### config.mk
export PLATFORM = sky130hd
export DESIGN_NAME = pipeline_ctrl
export DESIGN_NICKNAME = d
export VERILOG_FILES = /design/src/rtl/pipe_ctrl_pkg.sv /design/src/rtl/pipe_busy_timer.sv /design/src/rtl/pipeline_ctrl.sv
export SDC_FILE = /design/constraint.sdc
export NUM_CORES = 1
export LEC_CHECK = 0
export ABC_AREA = 1
export BUFFER_PORTS_ARGS = -buffer_cell sky130_fd_sc_hd__buf_4
export CORE_UTILIZATION = 45
export DETAILED_ROUTE_END_ITERATION = 6
export PLACE_DENSITY = 0.77
export SLEW_MARGIN = 20
export SYNTH_ARGS = -nofsm -noshare
export SYNTH_HDL_FRONTEND = slang
export SYNTH_SLANG_ARGS = --single-unit
export TNS_END_PERCENT = 50
### constraint.sdc
create_clock -name clk -period 1.6 [get_ports clk]
set_clock_uncertainty 0.2 [all_clocks]
set_input_delay 0.16 -clock clk [delete_from_list [all_inputs] [get_ports clk]]
set_output_delay 0.16 -clock clk [all_outputs]
set_load 0.05 [all_outputs]
### src/rtl/pipe_ctrl_pkg.sv
// Shared definitions for the pipeline hazard controller: FSM state encoding
// and stall-vector stage indices.
package pipe_ctrl_pkg;

    typedef enum logic [0:0] {
        ST_RUN    = 1'b0,
        ST_MULDIV = 1'b1
    } pipe_state_t;

    localparam int STG_IF  = 0;
    localparam int STG_ID  = 1;
    localparam int STG_EX  = 2;
    localparam int STG_MEM = 3;
    localparam int STG_WB  = 4;
    localparam int N_STG   = 5;

endpackage

### src/rtl/pipe_busy_timer.sv
// Loadable down-counter with hold-at-zero and a zero flag; times the
// EX-hold window of multi-cycle operations.
module pipe_busy_timer #(
    parameter int W = 5
) (
    input  logic         clk,
    input  logic         rst,
    input  logic         i_load,
    input  logic [W-1:0] i_load_val,
    input  logic         i_en,
    output logic         o_zero
);

    logic [W-1:0] r_cnt;

    always_ff @(posedge clk) begin
        if (rst) begin
            r_cnt <= '0;
        end else if (i_load) begin
            r_cnt <= i_load_val;
        end else if (i_en && (r_cnt != '0)) begin
            r_cnt <= r_cnt - 1'b1;
        end
    end

    assign o_zero = (r_cnt == '0);

endmodule

### src/rtl/pipeline_ctrl.sv
// Pipeline hazard/stall controller: memory stall, multi-cycle op hold,
// load-use interlock and branch flush. Optional PIPE_CTRL_PERF_EN adds a
// saturating stall-cycle counter on port perf_stall_cnt.
module pipeline_ctrl
    import pipe_ctrl_pkg::*;
#(
    parameter int DIV_CYCLES = 32,
    parameter int CNT_W      = 32
) (
    input  logic             clk,
    input  logic             rst,
    input  logic [4:0]       id_rs1,
    input  logic [4:0]       id_rs2,
    input  logic             id_rs1_use,
    input  logic             id_rs2_use,
    input  logic [4:0]       ex_rd,
    input  logic             ex_mem_read,
    input  logic             ex_muldiv_start,
    input  logic             br_taken_ex,
    input  logic             mem_stall_req,
    output logic             stall_if,
    output logic             stall_id,
    output logic             stall_ex,
    output logic             stall_mem,
    output logic             stall_wb,
    output logic             flush_id,
    output logic             flush_ex,
`ifdef PIPE_CTRL_PERF_EN
    output logic [CNT_W-1:0] perf_stall_cnt,
`endif
    output logic             busy
);

    localparam int TW = (DIV_CYCLES > 2) ? $clog2(DIV_CYCLES - 1) : 1;
    localparam logic [TW-1:0] LOAD_VAL = TW'(DIV_CYCLES - 2);

    if (DIV_CYCLES < 2) begin : g_bad_div
        $error("DIV_CYCLES must be at least 2");
    end
    if (CNT_W < 1) begin : g_bad_cnt
        $error("CNT_W must be at least 1");
    end

    pipe_state_t        r_state;
    pipe_state_t        w_state_nxt;
    logic               r_br_pend;
    logic               w_start;
    logic               w_zero;
    logic               w_md_hold;
    logic               w_load_use;
    logic               w_flush;
    logic [N_STG-1:0]   w_stall;

    // Start is only accepted when memory is ready; the start cycle itself stalls.
    assign w_start   = (r_state == ST_RUN) && ex_muldiv_start && !mem_stall_req;
    assign w_md_hold = (r_state == ST_MULDIV) || w_start;

    assign w_load_use = (r_state == ST_RUN) && ex_mem_read && (ex_rd != 5'd0) &&
                        ((id_rs1_use && (id_rs1 == ex_rd)) ||
                         (id_rs2_use && (id_rs2 == ex_rd)));

    assign w_flush = !rst && !mem_stall_req && !w_md_hold && (br_taken_ex || r_br_pend);

    always_comb begin
        w_stall = '0;
        if (!rst) begin
            if (mem_stall_req) begin
                w_stall[STG_MEM:STG_IF] = '1;
            end else if (w_md_hold) begin
                w_stall[STG_EX:STG_IF] = '1;
            end else if (w_load_use && !w_flush) begin
                w_stall[STG_ID:STG_IF] = '1;
            end
        end
    end

    assign stall_if  = w_stall[STG_IF];
    assign stall_id  = w_stall[STG_ID];
    assign stall_ex  = w_stall[STG_EX];
    assign stall_mem = w_stall[STG_MEM];
    assign stall_wb  = w_stall[STG_WB];
    assign flush_id  = w_flush;
    assign flush_ex  = w_flush;
    assign busy      = !rst && (r_state == ST_MULDIV);

    always_comb begin
        w_state_nxt = r_state;
        case (r_state)
            ST_RUN:    if (w_start) w_state_nxt = ST_MULDIV;
            ST_MULDIV: if (!mem_stall_req && w_zero) w_state_nxt = ST_RUN;
            default:   w_state_nxt = ST_RUN;
        endcase
    end

    always_ff @(posedge clk) begin
        if (rst) begin
            r_state   <= ST_RUN;
            r_br_pend <= 1'b0;
        end else begin
            r_state <= w_state_nxt;
            if (br_taken_ex && mem_stall_req) begin
                r_br_pend <= 1'b1;
            end else if (w_flush) begin
                r_br_pend <= 1'b0;
            end
        end
    end

    pipe_busy_timer #(
        .W(TW)
    ) u_timer (
        .clk        (clk),
        .rst        (rst),
        .i_load     (w_start),
        .i_load_val (LOAD_VAL),
        .i_en       ((r_state == ST_MULDIV) && !mem_stall_req),
        .o_zero     (w_zero)
    );

`ifdef PIPE_CTRL_PERF_EN
    logic [CNT_W-1:0] r_perf;

    always_ff @(posedge clk) begin
        if (rst) begin
            r_perf <= '0;
        end else if (stall_if && !(&r_perf)) begin
            r_perf <= r_perf + 1'b1;
        end
    end

    assign perf_stall_cnt = r_perf;
`endif

endmodule
==> impl_metrics.csv <==
group,metric,value,unit
cts,cts_buffer_depth,2,
cts,clk_latency,250,ps
yosys,synth_nets,148,
timing,fin_ws,-51.9,ps
yosys,yosysMostFrequentCell,"nand2_1",
timing,hold_viol,0,
power_and_ir_drop,internal_power,403,uW
route,wl_met2,857,um
timing,setup_violations,4,
cts,clk_pin_slew,50,ps
floorplan,initial_core_util,49.7,%
yosys,synth_top_cells_by_count,"nand2_1, inv_1, nor2_1",
worst_setup_path,cp.arrival,1290,ps
timing,min_period,1650,ps
route,vias,799,
placement,io_buffers,29,
layout,drive_gt1_share,31.8,%
grt,antenna_found_initial,0,
yosys,yosysTopAreaCell,"nand2_1",
route,wl_met3,109,um
cts,cts_inserted_buffers,3,
yosys,syn_area_per_cell,5.41,um2
timing,max_freq,605,MHz
timing,slew_viol_final,0,
layout,utilization,74.5,%
timing,rsz0062_at_grt,"yes",
layout,regArea,144,um2
layout,layout.cells.non_filler,172,
worst_setup_path,cp-end-kind,"output port",
status,status,"finished with violations",
grt,grt_start_max_net_pins,8,
timing,final.period_utilization,103,%
floorplan,fp.dieW,40.6,um
route,wire_per_inst,9.89,um
worst_setup_path,cp_data_required_time,1240,ps
yosys,yosysSeqAreaShare,20.9,%
yosys,synth_area,671,um2
min_path,hold_class,"in2reg",
route,drt_iter0_markers,14,
grt,grt-ovfl-total,0,
yosys,synth_edf_count,0,
power_and_ir_drop,p_seq_share,31.9,%
flow_run,cap_viol_max_count,0,
route,vias_per_cell,4.65,
cts,cts_tree,"built",
yosys,ys_warn_count,0,
cts,cts_root_buf,"clkbuf_4",
floorplan,die-area,1650,um2
route,drc,0,
yosys,synthArstFlopShare,0,%
yosys,yosys.area.top_type_share,21.8,%
timing,tns,-104,ps
layout,final_nets,182,
layout,multi_input_area,449,um2
power_and_ir_drop,comb_power_share,42.6,%
route,top_layer,"met3",
timing,whs,25.6,ps
floorplan,fp-row-count,13,
power_and_ir_drop,switching_share,36.9,%
yosys,ys_types,23,
grt,grt_pass1_wl,2620,um
worst_setup_path,critPathKind,"reg2out",
route,wirelength_met1,734,um
power_and_ir_drop,peakVddDrop,0.000495,V
yosys,ys_ff_latch,7,
placement,dp_cells,164,
yosys,netlist_instances,124,
yosys,synth_ff_type,"dfxtp_1",
grt,grt_pass1_vias,655,
cts,htree_num_levels,1,
cts,clock-sinks,7,
layout,fillCellCount,125,
floorplan,placeableCoreArea,1350,um2
power_and_ir_drop,p_leak,0.000593,uW
worst_setup_path,crit_path_start_kind,"flop",
route,postRouteAntennaNets,0,
route,firstDrtPassIters,4,
status,violations,"setup timing",
floorplan,io-pin-count,31,
layout,n_antenna_cell,0,
grt,grt_use_total,23.6,%
power_and_ir_drop,clockPowerShare,25.4,%
yosys,synth_area_leaders,"nand2_1, dfxtp_1, inv_1",
route,drt-total-wl,1700,um
floorplan,die_h,40.6,um
power_and_ir_drop,power.density,634,nW/um2
layout,area_growth,50.0,%
worst_setup_path,rrSetupSlack,160,ps
worst_setup_path,crit_path_max_fanout,4,
placement,gp_congestion,0.762,
power_and_ir_drop,netSwitchingPower,236,uW
placement,hpwlAfterDp,1290,um
## sequential cells by signal, indices dropped and copies added, names as in the netlist
name / count
r_state: 1
u_timer.r_cnt: 5
r_br_pend: 1
## layout make-up
type | count | area share, %
sequential | 7 | 14.3
multi-input combinational | 89 | 44.7
clock buffer | 4 | 2.61
timing repair buffer | 33 | 27.6
tap | 15 | 1.87
inverter | 24 | 8.96
## metal layers
| layer | track usage [%] | vias to the layer above |
|---|---|---|
| li1 | - | 430 |
| met3 | 8.89 | 0 |
| met4 | 0 | 0 |
| met5 | 0 | - |
| met1 | 29.6 | 342 |
| met2 | 40.5 | 27 |
## metrics by stage
| stage | setup slack (ps) | total power [uW] | area (um2) |
|---|---|---|---|
| after global routing | -153 | 684 | 1010 |
| after detailed placement | 77.6 | 455 | 896 |
| final | -51.9 | 638 | 1010 |
| after global placement | 135 | 449 | 896 |
| after floorplan | -21.5 | 374 | 686 |
| after CTS | 2.54 | 637 | 993 |
## critical path, cell delays in order, from the launching register on
cell and delay, ps:
dfxtp_4 360, nor3_4 130, o21ai_2 80, nand2_1 70, nor2_1 40, nand2_1 120, nand2_4 70, buf_8 150
## cells by family after synthesis
logic type | Yosys count | share of synthesized area, %
adders and majority gates | 1 | 1.87
AOI/OAI and AO/OA | 5 | 3.73
xor gates and xnor gates | 2 | 2.61
other | 1 | 0.559
DFF | 7 | 20.9
buffers and inverters | 28 | 17.4
and+or+nand+nor | 80 | 53.0
## power by group through the flow
stage / logic [uW] / registers, uW / clock network [uW]
floorplan: 171 / 203 / 0
global placement: 244 / 205 / 0
finish: 272 / 204 / 162
detailed placement: 250 / 205 / 0
global route: 303 / 206 / 176
CTS: 269 / 203 / 166
## placed cells by master, fill, tap and decap left out, types with 3 or more instances in the layout
master         synthesis  layout
nand2_1               39      38
buf_4                  3      26
inv_1                 21      21
nor2_1                20      19
nand3_1                9       9
dfxtp_1                7       6
inv_2                  3       3
nor2_2                 3       3
o21ai_0                4       3
clkbuf_4               0       3
dlygate4sd3_1          0       3
## final timing paths
kind,startpoint,end,cells past startpoint
worst max-delay path,r_state$_SDFF_PP0_,stall_if,7
worst min-delay path,ex_muldiv_start,r_state$_SDFF_PP0_,3
worst max register to register,u_timer.r_cnt[0]$_SDFFE_PP0P_,u_timer.r_cnt[3]$_SDFFE_PP0P_,9
worst min register to register,u_timer.r_cnt[0]$_SDFFE_PP0P_,u_timer.r_cnt[0]$_SDFFE_PP0P_,1
## repair_timing
action	in CTS	in global routing
endpoints found under the setup margin	5	4
endpoints found under the hold margin	4	0
gates cloned	0	0
resized for setup	9	3
buffers inserted	1	0
pin swaps	2	3
hold buffers	3	0
(Power assumes the default switching activity.)
